File: src/rtl/serial_ripple_subtractor.sv
// Bit-serial ripple subtractor: Diff = A - B - Bin (mod 2^WIDTH), Bout = borrow out.
// A single full-subtractor cell and one borrow flop are reused for every bit, LSB first.
//
// Handshake: a transfer happens on a rising clk edge where valid && ready are both 1.
// Input side: in_ready is high only in IDLE. Output side: out_valid is high only in DONE.
// Diff/Bout are meaningful only while out_valid is high.
module serial_ripple_subtractor #(
    parameter int WIDTH = 4
) (
    input  logic             clk,
    input  logic             rst_n,
    input  logic             in_valid,
    output logic             in_ready,
    input  logic [WIDTH-1:0] A,
    input  logic [WIDTH-1:0] B,
    input  logic             Bin,
    output logic             out_valid,
    input  logic             out_ready,
    output logic [WIDTH-1:0] Diff,
    output logic             Bout,
    output logic [1:0]       dbg_state
);

    typedef enum logic [1:0] {
        IDLE = 2'd0,
        RUN  = 2'd1,
        DONE = 2'd2
    } state_t;

    localparam int            CW   = $clog2(WIDTH) + 1;
    localparam logic [CW-1:0] LAST = CW'(WIDTH - 1);

    state_t         state;
    logic [WIDTH-1:0] a_sh;
    logic [WIDTH-1:0] b_sh;
    logic           borrow;
    logic [CW-1:0]  cnt;

    logic           d_bit;
    logic           borrow_nxt;

    // Shared full-subtractor cell working on the current LSBs and the borrow flop.
    always_comb begin
        d_bit      = a_sh[0] ^ b_sh[0] ^ borrow;
        borrow_nxt = (~a_sh[0] & b_sh[0]) | (~(a_sh[0] ^ b_sh[0]) & borrow);
    end

    // Control FSM and datapath registers; handshake outputs are registered alongside the state.
    always_ff @(posedge clk or negedge rst_n) begin
        if (!rst_n) begin
            state     <= IDLE;
            in_ready  <= 1'b1;
            out_valid <= 1'b0;
            a_sh      <= '0;
            b_sh      <= '0;
            borrow    <= 1'b0;
            cnt       <= '0;
            Diff      <= '0;
            Bout      <= 1'b0;
        end else begin
            case (state)
                IDLE: begin
                    if (in_valid) begin
                        a_sh     <= A;
                        b_sh     <= B;
                        borrow   <= Bin;
                        cnt      <= '0;
                        in_ready <= 1'b0;
                        state    <= RUN;
                    end
                end
                RUN: begin
                    Diff   <= {d_bit, Diff[WIDTH-1:1]};
                    a_sh   <= a_sh >> 1;
                    b_sh   <= b_sh >> 1;
                    borrow <= borrow_nxt;
                    if (cnt == LAST) begin
                        // Final bit: the borrow leaving the MSB is the result borrow.
                        Bout      <= borrow_nxt;
                        out_valid <= 1'b1;
                        state     <= DONE;
                    end else begin
                        cnt <= cnt + 1'b1;
                    end
                end
                DONE: begin
                    if (out_ready) begin
                        out_valid <= 1'b0;
                        in_ready  <= 1'b1;
                        state     <= IDLE;
                    end
                end
                default: begin
                    out_valid <= 1'b0;
                    in_ready  <= 1'b1;
                    state     <= IDLE;
                end
            endcase
        end
    end

    assign dbg_state = state;

endmodule
File: config.mk
export PLATFORM = sky130hd
export DESIGN_NAME = serial_ripple_subtractor
export DESIGN_NICKNAME = d
export VERILOG_FILES = /design/src/rtl/serial_ripple_subtractor.sv
export SDC_FILE = /design/constraint.sdc
export NUM_CORES = 1
export LEC_CHECK = 0
export BUFFER_PORTS_ARGS = -buffer_cell sky130_fd_sc_hd__buf_2
export CELL_PAD_IN_SITES_DETAIL_PLACEMENT = 0
export CELL_PAD_IN_SITES_GLOBAL_PLACEMENT = 2
export CORE_MARGIN = 2
export CORE_UTILIZATION = 33
export CTS_CLUSTER_SIZE = 14
export DETAILED_ROUTE_END_ITERATION = 7
export HOLD_SLACK_MARGIN = 0.1
export MAX_ROUTING_LAYER = met4
export PLACE_DENSITY_LB_ADDON = 0.1
export SETUP_SLACK_MARGIN = 0.5
export SLEW_MARGIN = 20
export SYNTH_ARGS = -nofsm -noshare
export SYNTH_HDL_FRONTEND = slang
export SYNTH_SLANG_ARGS = --single-unit
File: constraint.sdc
create_clock -name clk -period 1.78 [get_ports clk]
set_input_delay 0.356 -clock clk [delete_from_list [all_inputs] [get_ports clk]]
set_output_delay 0.356 -clock clk [all_outputs]
set_load 0.005 [all_outputs]
==> impl_metrics.tcl <==
set metrics [dict create \
    p_seq_share_pct 34.2 \
    clock_latency_ns 0.30 \
    antenna_found_initial 0 \
    p_int_uw 1590 \
    cp.required_ns 1.98 \
    wl_um 2270 \
    dpl_worst_slack_ns 0.367 \
    gp_congestion 0.704 \
    syn_nets 103 \
    h-tree-depth 1 \
    die_w_um 58.8 \
    tightest_slew_ns 0.488 \
    cts_sinks 21 \
    synthMostInstantiatedCell "dfrtp_1" \
    dp_hpwl_um 1440 \
    ant_nets 0 \
    die-area_um2 3460 \
    n_antenna_cell 0 \
    synth.area.top_cells "dfrtp_1, mux2_2, o21ai_0" \
    first_pass_iters 6 \
    period_needed_ns 1.34 \
    cts_root_buf "clkbuf_4" \
    drive_above_1_share_pct 49.2 \
    syn_area_um2 991 \
    fin_ws_ns 0.444 \
    crit_fanout 7 \
    yosysTopAreaCellShare_pct 50.5 \
    synthFlopType "dfrtp_1" \
    grtUsageTotal_pct 15.2 \
    grt_util_met3_pct 4.18 \
    grt_first_pass_wirelength_um 3820 \
    grt_overflow_total 0 \
    finalNonFillerCells 155 \
    fin_nets 141 \
    cap_viol_max_count 0 \
    via_per_inst 5.08 \
    placed_cells 137 \
    place.port_buffers 21 \
    cts_tree "yes" \
    drv_slew 0 \
    rsz0062_at_grt "yes" \
    violations "design-rule violations" \
    grt_pass1_vias 807 \
    end_kind "register" \
    irDropWorstVdd_uv 881 \
    sw_frac_of_total_pct 36.4 \
    grtUsageMet1_pct 20.5 \
    cts_buffers 3 \
    critPathArrivalTime_ns 1.54 \
    combPwrFrac_pct 56.4 \
    fmax_mhz 749 \
    p_clk_share_pct 9.4 \
    vias 787 \
    leakagePower_uw 0.000634 \
    grt_max_degree 22 \
    ys_warn_count 0 \
    postSynthCellCount 87 \
    synth_edf_count 0 \
    die_y_um 58.8 \
    synth_top_area_cell "dfrtp_1" \
    synth_cell_types 32 \
    rows 19 \
    finClkSkew_ns 0.00424 \
    ys_seq_area_share_pct 53.2 \
    crit_type "reg -> reg" \
    slew_headroom_pct 67.5 \
    gr-usage-met2_pct 23.0 \
    p_per_area_nw_per_um2 1850 \
    synthArstFlopShare_pct 100 \
    synthToLayoutAreaGrowth_pct 36.9 \
    fp.coreArea_um2 2810 \
    clkTransAtPathRegs_ns 0.12 \
    postLayoutCoreUtil_pct 48.3 \
    grt.busiest_layer "met2" \
    start_util_pct 35.3 \
    drc 1 \
    setup_tns_ns 0 \
    wl_per_cell_um 14.6 \
    synth-seq-cells 21 \
    status "finished, violations left" \
    setup_viol 0 \
    startpoint_type "register" \
    ios 22 \
    synth_common_cells "dfrtp_1, o21ai_0, inv_1, nor2_1, o22ai_1" \
    avgSynthCellArea_um2 11.4 \
    hold_violations 0 \
    clockBufferDepth 2 \
    min_period_over_period_pct 75.1 \
    drt-initial-drc-count 31 \
    hold_path_class "in -> reg" \
    switchingPower_uw 912 \
]
-- placed cells by master (no fill, tap or decap), types with 4 or more instances in the layout --
cell type | synthesis | routed
o22ai_1 | 5 | 5
o21ai_0 | 7 | 6
dfrtp_1 | 20 | 19
inv_1 | 5 | 5
buf_6 | 2 | 5
buf_2 | 0 | 19
nor2_1 | 5 | 4
mux2_4 | 0 | 4
buf_4 | 0 | 11
nand2_1 | 4 | 4
-- critical path, cell delays in order (launching register included) --
cell and delay [ns]:
dfrtp_4 0.53, buf_6 0.14, nor2_4 0.24, mux2_4 0.33
-- per-layer routing --
| layer | up-vias | wire, um | share of wire, % |
|---|---|---|---|
| met3 | 2 | 63 | 2.8 |
| met1 | 380 | 1150 | 51 |
| met5 | - | 0 | 0 |
| li1 | 392 | - | - |
| met2 | 13 | 1030 | 45 |
| met4 | 0 | 17 | 0.75 |
-- worst paths after layout --
path	startpoint	endpoint	slack, ns	depth (start not counted)
max	dbg_state[1]$_DFFE_PN0P_	Diff[1]$_DFFE_PN0P_	0.44	3
min	A[3]	a_sh[3]$_DFFE_PN0P_	0.29	3
max reg2reg	dbg_state[1]$_DFFE_PN0P_	Diff[1]$_DFFE_PN0P_	0.44	3
min reg2reg	Bout$_DFFE_PN0P_	Bout$_DFFE_PN0P_	0.50	2
max in group asynchronous	rst_n	dbg_state[1]$_DFFE_PN0P_	0.88	2
min in group asynchronous	rst_n	b_sh[1]$_DFFE_PN0P_	0.52	2
-- registers in the layout (all words and copies together) (netlist names) --
signal / cells
b_sh: 4
Bout: 1
a_sh: 4
Diff: 4
cnt: 3
in_ready: 1
dbg_state: 2
borrow: 1
out_valid: 1
-- power by group through the flow --
stage / clock [uW] / combinational, uW / sequential (uW)
after global placement: 0 / 963 / 894
after global routing: 264 / 1580 / 891
after detailed placement: 0 / 971 / 899
final: 235 / 1410 / 858
after CTS: 253 / 1220 / 851
after floorplan: 0 / 754 / 865
-- final cells by class --
class / instances / area (um^2)
fillers: 263 / 1450
well taps: 31 / 38.8
clock inverters: 1 / 5.00
inverters: 7 / 31.3
multi-input cells: 56 / 484
repair buffers: 36 / 244
flip-flops and latches: 21 / 531
clock buffers: 3 / 22.5
-- cells by family (layout without fill, tap and decap cells) --
| group | after synthesis | after routing | synth area share, % |
|---|---|---|---|
| compound gates | 30 | 30 | 21.6 |
| fa+ha+maj | 3 | 3 | 4.55 |
| buf+inv | 10 | 47 | 5.30 |
| flops | 21 | 21 | 53.2 |
| mux | 4 | 4 | 4.55 |
| simple gates | 19 | 19 | 10.9 |
-- through the flow --
| step | power, uW | cell area (um^2) | hold slack [ns] |
|---|---|---|---|
| floorplan | 1620 | 1010 | 0.0604 |
| global placement | 1860 | 1130 | 0.349 |
| detailed placement | 1870 | 1130 | 0.352 |
| CTS | 2330 | 1270 | 0.266 |
| global route | 2730 | 1360 | 0.302 |
| finish | 2500 | 1360 | 0.294 |
-- what timing repair did --
action | in CTS | in global routing
pin swaps | 0 | 2
hold buffers | 1 | 0
setup buffers | 11 | 2
resized for setup | 7 | 17
setup endpoints to repair | 23 | 22
endpoints found under the hold margin | 20 | 0
Power figures use the tool's default switching activity.
